### config.mk
export PLATFORM = sky130hd
export DESIGN_NAME = data_memory_stack_flat
export DESIGN_NICKNAME = d
export VERILOG_FILES = /design/src/rtl/data_memory_stack_if.sv /design/src/rtl/data_memory_stack.sv /design/src/flat_wrapper.sv
export SDC_FILE = /design/constraint.sdc
export NUM_CORES = 2
export LEC_CHECK = 0
export CORE_MARGIN = 5
export CORE_UTILIZATION = 57
export CTS_CLUSTER_DIAMETER = 30
export DETAILED_ROUTE_END_ITERATION = 10
export GPL_ROUTABILITY_DRIVEN = 0
export PLACE_DENSITY = 0.77
export SYNTH_ARGS = -nofsm -noshare
export SYNTH_HDL_FRONTEND = slang
export SYNTH_SLANG_ARGS = --single-unit
### constraint.sdc
create_clock -name clk -period 10.82 [get_ports clk]
set_input_delay 2.705 -clock clk [delete_from_list [all_inputs] [get_ports clk]]
set_output_delay 2.705 -clock clk [all_outputs]
set_load 0.02 [all_outputs]
### src/rtl/data_memory_stack_if.sv
// Operation/response bundle for data_memory_stack; master drives ops, slave returns read data and stack status.
interface data_memory_stack_if #(
    parameter int DATA_W = 8,
    parameter int ADDR_W = 8
);
    logic              op_valid;
    logic [2:0]        op;
    logic              sel_rn;
    logic [ADDR_W-1:0] ptr_in;
    logic [DATA_W-1:0] npc_in;
    logic [DATA_W-1:0] rn_in;
    logic [DATA_W-1:0] data_out;
    logic              data_valid;
    logic [ADDR_W-1:0] sp_out;
    logic              stk_ovf;
    logic              stk_unf;

    modport master (
        output op_valid, op, sel_rn, ptr_in, npc_in, rn_in,
        input  data_out, data_valid, sp_out, stk_ovf, stk_unf
    );

    modport slave (
        input  op_valid, op, sel_rn, ptr_in, npc_in, rn_in,
        output data_out, data_valid, sp_out, stk_ovf, stk_unf
    );
endinterface

### src/rtl/data_memory_stack.sv
// Data memory with built-in downward stack pointer: LOAD/POP data one cycle later, one op per cycle, never stalls.
// Optional STACK_LIMIT_EN macro adds a depth counter that rejects PUSH when full and POP when empty.
module data_memory_stack #(
    parameter int                DATA_W      = 8,
    parameter int                ADDR_W      = 8,
    parameter logic [ADDR_W-1:0] SP_RESET    = {ADDR_W{1'b1}},
    parameter int                STACK_DEPTH = 16
) (
    input  logic                clk,
    input  logic                rst,
    data_memory_stack_if.slave  bus
);
    localparam logic [2:0] OP_LOAD  = 3'd1;
    localparam logic [2:0] OP_STORE = 3'd2;
    localparam logic [2:0] OP_PUSH  = 3'd3;
    localparam logic [2:0] OP_POP   = 3'd4;

    if (STACK_DEPTH < 1 || STACK_DEPTH > 2**ADDR_W) begin : g_depth_chk
        $error("data_memory_stack: STACK_DEPTH out of range");
    end

    logic [DATA_W-1:0] mem_q [2**ADDR_W];

    logic [ADDR_W-1:0] sp_q, sp_d, sp_inc;
    logic [DATA_W-1:0] data_out_q, wdata;
    logic              data_valid_q;
    logic              mem_we, rd_en;
    logic [ADDR_W-1:0] mem_waddr, rd_addr;

`ifdef STACK_LIMIT_EN
    localparam int DEPTH_W = $clog2(STACK_DEPTH + 1);
    logic [DEPTH_W-1:0] depth_q, depth_d;
    logic               ovf_q, ovf_d, unf_q, unf_d;
`endif

    always_comb begin
        wdata     = bus.sel_rn ? bus.rn_in : bus.npc_in;
        sp_inc    = sp_q + ADDR_W'(1);
        sp_d      = sp_q;
        mem_we    = 1'b0;
        mem_waddr = bus.ptr_in;
        rd_en     = 1'b0;
        rd_addr   = bus.ptr_in;
`ifdef STACK_LIMIT_EN
        depth_d   = depth_q;
        ovf_d     = 1'b0;
        unf_d     = 1'b0;
`endif
        if (bus.op_valid) begin
            case (bus.op)
                OP_LOAD:  rd_en  = 1'b1;
                OP_STORE: mem_we = 1'b1;
                OP_PUSH: begin
`ifdef STACK_LIMIT_EN
                    if (depth_q == DEPTH_W'(STACK_DEPTH)) begin
                        ovf_d = 1'b1;
                    end else begin
                        mem_we    = 1'b1;
                        mem_waddr = sp_q;
                        sp_d      = sp_q - ADDR_W'(1);
                        depth_d   = depth_q + DEPTH_W'(1);
                    end
`else
                    mem_we    = 1'b1;
                    mem_waddr = sp_q;
                    sp_d      = sp_q - ADDR_W'(1);
`endif
                end
                OP_POP: begin
`ifdef STACK_LIMIT_EN
                    if (depth_q == '0) begin
                        unf_d = 1'b1;
                    end else begin
                        rd_en   = 1'b1;
                        rd_addr = sp_inc;
                        sp_d    = sp_inc;
                        depth_d = depth_q - DEPTH_W'(1);
                    end
`else
                    rd_en   = 1'b1;
                    rd_addr = sp_inc;
                    sp_d    = sp_inc;
`endif
                end
                default: ;
            endcase
        end
    end

    // Storage is never reset; a write coinciding with rst is dropped.
    always_ff @(posedge clk) begin
        if (!rst && mem_we) begin
            mem_q[mem_waddr] <= wdata;
        end
    end

    always_ff @(posedge clk) begin
        if (rst) begin
            sp_q         <= SP_RESET;
            data_out_q   <= '0;
            data_valid_q <= 1'b0;
        end else begin
            sp_q         <= sp_d;
            data_valid_q <= rd_en;
            if (rd_en) begin
                data_out_q <= mem_q[rd_addr];
            end
        end
    end

`ifdef STACK_LIMIT_EN
    always_ff @(posedge clk) begin
        if (rst) begin
            depth_q <= '0;
            ovf_q   <= 1'b0;
            unf_q   <= 1'b0;
        end else begin
            depth_q <= depth_d;
            ovf_q   <= ovf_d;
            unf_q   <= unf_d;
        end
    end

    assign bus.stk_ovf = ovf_q;
    assign bus.stk_unf = unf_q;
`else
    assign bus.stk_ovf = 1'b0;
    assign bus.stk_unf = 1'b0;
`endif

    assign bus.data_out   = data_out_q;
    assign bus.data_valid = data_valid_q;
    assign bus.sp_out     = sp_q;
endmodule

### src/flat_wrapper.sv
// flat-port wrapper written by rule: the top's interface ports become plain ports
module data_memory_stack_flat 
#(
    parameter int                DATA_W      = 8,
    parameter int                ADDR_W      = 8,
    parameter logic [ADDR_W-1:0] SP_RESET    = {ADDR_W{1'b1}},
    parameter int                STACK_DEPTH = 16
)
  (clk, rst, bus_op_valid, bus_op, bus_sel_rn, bus_ptr_in, bus_npc_in, bus_rn_in, bus_data_out, bus_data_valid, bus_sp_out, bus_stk_ovf, bus_stk_unf);
  data_memory_stack_if #(.DATA_W(DATA_W), .ADDR_W(ADDR_W)) bus_i ();
  input  logic clk;
  input  logic rst;
  input wire logic [$bits(bus_i.op_valid)-1:0] bus_op_valid;
  input wire logic [$bits(bus_i.op)-1:0] bus_op;
  input wire logic [$bits(bus_i.sel_rn)-1:0] bus_sel_rn;
  input wire logic [$bits(bus_i.ptr_in)-1:0] bus_ptr_in;
  input wire logic [$bits(bus_i.npc_in)-1:0] bus_npc_in;
  input wire logic [$bits(bus_i.rn_in)-1:0] bus_rn_in;
  output wire logic [$bits(bus_i.data_out)-1:0] bus_data_out;
  output wire logic [$bits(bus_i.data_valid)-1:0] bus_data_valid;
  output wire logic [$bits(bus_i.sp_out)-1:0] bus_sp_out;
  output wire logic [$bits(bus_i.stk_ovf)-1:0] bus_stk_ovf;
  output wire logic [$bits(bus_i.stk_unf)-1:0] bus_stk_unf;
  assign bus_i.op_valid = bus_op_valid;
  assign bus_i.op = bus_op;
  assign bus_i.sel_rn = bus_sel_rn;
  assign bus_i.ptr_in = bus_ptr_in;
  assign bus_i.npc_in = bus_npc_in;
  assign bus_i.rn_in = bus_rn_in;
  assign bus_data_out = bus_i.data_out;
  assign bus_data_valid = bus_i.data_valid;
  assign bus_sp_out = bus_i.sp_out;
  assign bus_stk_ovf = bus_i.stk_ovf;
  assign bus_stk_unf = bus_i.stk_unf;
  data_memory_stack #(.DATA_W(DATA_W), .ADDR_W(ADDR_W), .SP_RESET(SP_RESET), .STACK_DEPTH(STACK_DEPTH)) u_core (.clk(clk), .rst(rst), .bus(bus_i));
endmodule
==> results.json <==
{
  "timing.rr.start": "u_core.bus.sp_out[0]",
  "grt_overflow": 0,
  "synth_top_cells_by_area": "edfxtp_1 (74%), nand2_1 (6.2%), nand3_1 (4.6%)",
  "crit_buf_inv": 3,
  "wl_per_cell_um": 29.43,
  "setup_viol": 0,
  "drc": 0,
  "cts_sinks": 2065,
  "grt_max_degree": 156,
  "clockRootBuffer": "clkbuf_16",
  "crit_family": "compound AO/OA/AOI/OAI gates",
  "p_seq_share_pct": 42.6,
  "synth-seq-cells": 2065,
  "synth_area_per_cell_um2": 14.44,
  "fin_tns_setup_ns": 0,
  "switching_share_pct": 23.02,
  "fp.dieW_um": 392.1,
  "worst_hold_path_type": "flip-flop to flip-flop",
  "cp-startpoint": "bus_op[0]",
  "area_growth_pct": 15.84,
  "synth_ff_type": "edfxtp_1",
  "p_switching_w": 0.004806,
  "ys_async_sr_fraction_pct": 0,
  "cp.depth": 12,
  "path_cells": "clkdlybuf4s50_1 > and4bb_1 > buf_4 > mux2_8 > buf_12 > nand2_1 > and3_1 > a31oi_1 > o22ai_1 > a311oi_1 > a2111oi_0 > a2111oi_1",
  "status": "finished clean",
  "vias_per_cell": 6.673,
  "rrSetupSlack_ns": 5.41,
  "pre_cts_slack_ns": 3.002,
  "crit_fanout": 146,
  "yosys.area.top_type_share_pct": 73.89,
  "clkPwrFrac_pct": 51.8,
  "post-cts-setup-buffer-count": 0,
  "crit_path_max_incr_delay_ns": 1.11,
  "totalWireLength_um": 237400,
  "grt_pass1_vias": 52790,
  "rows": 140,
  "comb_power_share_pct": 5.7,
  "hpwl_um": 128300,
  "worst_slack_ns": 3.536,
  "htreeDepth": 5,
  "crit_end": "u_core.bus.data_out[1]",
  "clk_pin_slew_ns": 0.05,
  "fmax_mhz": 137.3,
  "first_pass_iters": 9,
  "finalHoldViolCount": 0,
  "placedCellCount": 7450,
  "ys_seq_area_share_pct": 74.30,
  "dieHeight_um": 392.1,
  "p_int_w": 0.01607,
  "route.antenna.remaining_nets": 0,
  "synth_area_um2": 83230,
  "cts_buffers": 343,
  "powerDensity_nw_per_um2": 216.6,
  "initial_utilization_pct": 57.25,
  "drive_gt1_share_pct": 13.55,
  "maxCapViolations": 0,
  "min_path_cells": 1,
  "max_slew_margin_pct": 7.408,
  "stdcell_count": 8066,
  "portBuffers": 47,
  "synthCells": 5764,
  "rsz0062_at_grt": "no",
  "peakVddDrop_uv": 200.7,
  "ios": 50,
  "finalMaxSlewViolations": 0,
  "cts_tree": "done",
  "drt-initial-drc-count": 8901,
  "die_area_um2": 153800,
  "cts.repair.resized": 0,
  "hold_buffers": 0,
  "cp_slowest_cell": "a311oi_1",
  "insertion_delay_ns": 0.93,
  "ff2ff_path_depth": 10,
  "post-route-min-period_ns": 7.284,
  "placeableCoreArea_um2": 145400,
  "startpoint_type": "input port",
  "fin_skew_ns": 0.08648,
  "synth_cell_types": 76,
  "worstMarginPinSlew_ns": 1.374,
  "fin_nets": 5911,
  "synth_edf_count": 2048,
  "grt_pass1_wl_um": 344800,
  "end_kind": "flip-flop",
  "cp_data_arrival_time_ns": 8.08,
  "leakage_nw": 32.37,
  "r2r-end": "u_core.bus.data_out[1]",
  "critical_path_required_ns": 11.62,
  "antenna_found_initial": 11,
  "fill_cells": 9106,
  "ys_warn_count": 0,
  "clockBufferDepth": 4,
  "track_usage_pct": 30.56,
  "yosys.area.top_type": "edfxtp_1",
  "criticalPathCategory": "input port to flip-flop",
  "period_share_pct": 67.32,
  "vias": 53820
}
kinds of logic (layout without fill, tap and decap cells):
| kind of cell | Yosys count | count (layout) | synth area share, % |
|---|---|---|---|
| buffers and inverters | 379 | 755 | 2.748 |
| AOI/OAI and AO/OA | 394 | 394 | 3.276 |
| adders and majority gates | 2 | 2 | 0.03006 |
| DFF | 2065 | 2065 | 74.30 |
| and+or+nand+nor | 2620 | 2620 | 13.49 |
| xor gates and xnor gates | 15 | 15 | 0.1578 |
| muxes | 288 | 288 | 5.999 |
| other | 1 | 10 | 0.004505 |
worst reg2reg max path: stages (launching register included):
cell and delay [ns]:
dfxtp_1 0.46, clkinv_1 0.31, ha_1 0.53, mux2_8 0.59, buf_12 0.65, nand2_1 0.44, nand3_1 0.13, nand3_1 0.15
a311oi_1 1.20, a2111oi_0 0.32, a2111oi_1 0.49
stage by stage:
| step | util, % | area [µm²] | power (W) | hold slack (ns) |
|---|---|---|---|---|
| 5_1_grt | 66.30 | 96400 | 0.02133 | 0.7213 |
| 3_5_place_dp | 58.44 | 84960 | 0.01016 | 0.6735 |
| 6_report | 66.32 | 96420 | 0.02088 | 0.6937 |
| 3_3_place_gp | 58.42 | 84940 | 0.01014 | 0.6579 |
| 2_1_floorplan | - | 83240 | 0.009772 | 0.5722 |
| 4_1_cts | 66.30 | 96400 | 0.02084 | 0.6914 |
layout make-up:
type,instances,area (µm²),share of cell area (%)
Sequential cell,2065,61840,64.14
Multi-Input combinational cell,3321,19360,20.08
Clock buffer,377,8870,9.199
Clock inverter,231,2569,2.664
Tap cell,1917,2399,2.488
Timing Repair Buffer,142,1341,1.391
Antenna cell,8,20.02,0.02076
Inverter,5,18.77,0.01947
synthesized netlist by cell type (all sizes together) (12+ instances only):
master / instances
nor2: 324
nand3: 766
a32oi: 43
o21ai: 60
a311oi: 26
nor3: 19
a211oi: 19
buf: 252
dfxtp: 17
nand4: 56
clkbuf: 121
a21oi: 87
mux2i: 118
a22oi: 19
mux4: 158
nand2: 1371
edfxtp: 2048
a2111oi: 18
mux2: 12
and3: 39
a31oi: 52
state kept, by name, summed over array words and instances (netlist names):
| register | cells |
|---|---|
| u_core.mem_q | 2048 |
| u_core.bus.data_out | 8 |
| u_core.bus.sp_out | 8 |
| u_core.bus.data_valid | 1 |
worst min-delay path by stage:
stage | startpoint | to
2_1_floorplan | u_core.bus.data_out[1] | u_core.bus.data_out[1]
3_3_place_gp | u_core.bus.data_out[1] | u_core.bus.data_out[1]
3_5_place_dp | u_core.bus.data_out[1] | u_core.bus.data_out[1]
4_1_cts | u_core.bus.data_out[5] | u_core.bus.data_out[5]
5_1_grt | u_core.bus.data_out[1] | u_core.bus.data_out[1]
6_report | u_core.bus.sp_out[1] | u_core.bus.sp_out[1]
power groups by stage:
stage	Combinational (W)	Clock, W	Sequential (W)
after floorplan	0.000717	0	0.00906
after global placement	0.00110	0	0.00904
after detailed placement	0.00112	0	0.00904
after CTS	0.00114	0.0108	0.00888
after global routing	0.00123	0.0112	0.00888
final	0.00118	0.0108	0.00889
placed cells by master, fill, tap and decap left out, types with 12 or more instances in the layout:
cell | Yosys | final
a211oi_1 | 19 | 19
a21oi_1 | 86 | 86
a22oi_1 | 19 | 19
a311oi_1 | 26 | 26
a31oi_1 | 52 | 52
a32oi_1 | 43 | 43
and3_1 | 39 | 39
buf_12 | 16 | 12
buf_4 | 32 | 82
bufinv_16 | 0 | 39
clkbuf_1 | 120 | 26
clkbuf_16 | 0 | 350
clkdlybuf4s50_1 | 0 | 47
clkinv_1 | 1 | 34
clkinv_2 | 0 | 39
clkinv_4 | 0 | 25
clkinvlp_4 | 0 | 36
dfxtp_1 | 17 | 17
edfxtp_1 | 2048 | 2048
inv_6 | 0 | 41
inv_8 | 0 | 14
mux2i_1 | 115 | 114
mux4_1 | 22 | 22
mux4_2 | 136 | 136
nand2_1 | 1371 | 1371
nand3_1 | 766 | 765
nand4_1 | 56 | 56
nor2_1 | 318 | 312
nor3_1 | 19 | 18
o21ai_0 | 48 | 47
o21ai_1 | 12 | 12
routing by layer:
layer / track usage (%) / up-vias / share of wire, %
li1: - / 21940 / -
met1: 39.52 / 26180 / 34
met2: 46.70 / 4788 / 46
met3: 10.62 / 908 / 15
met4: 15.01 / 10 / 5.7
met5: 0 / - / 0.029
(Power assumes the default switching activity.)
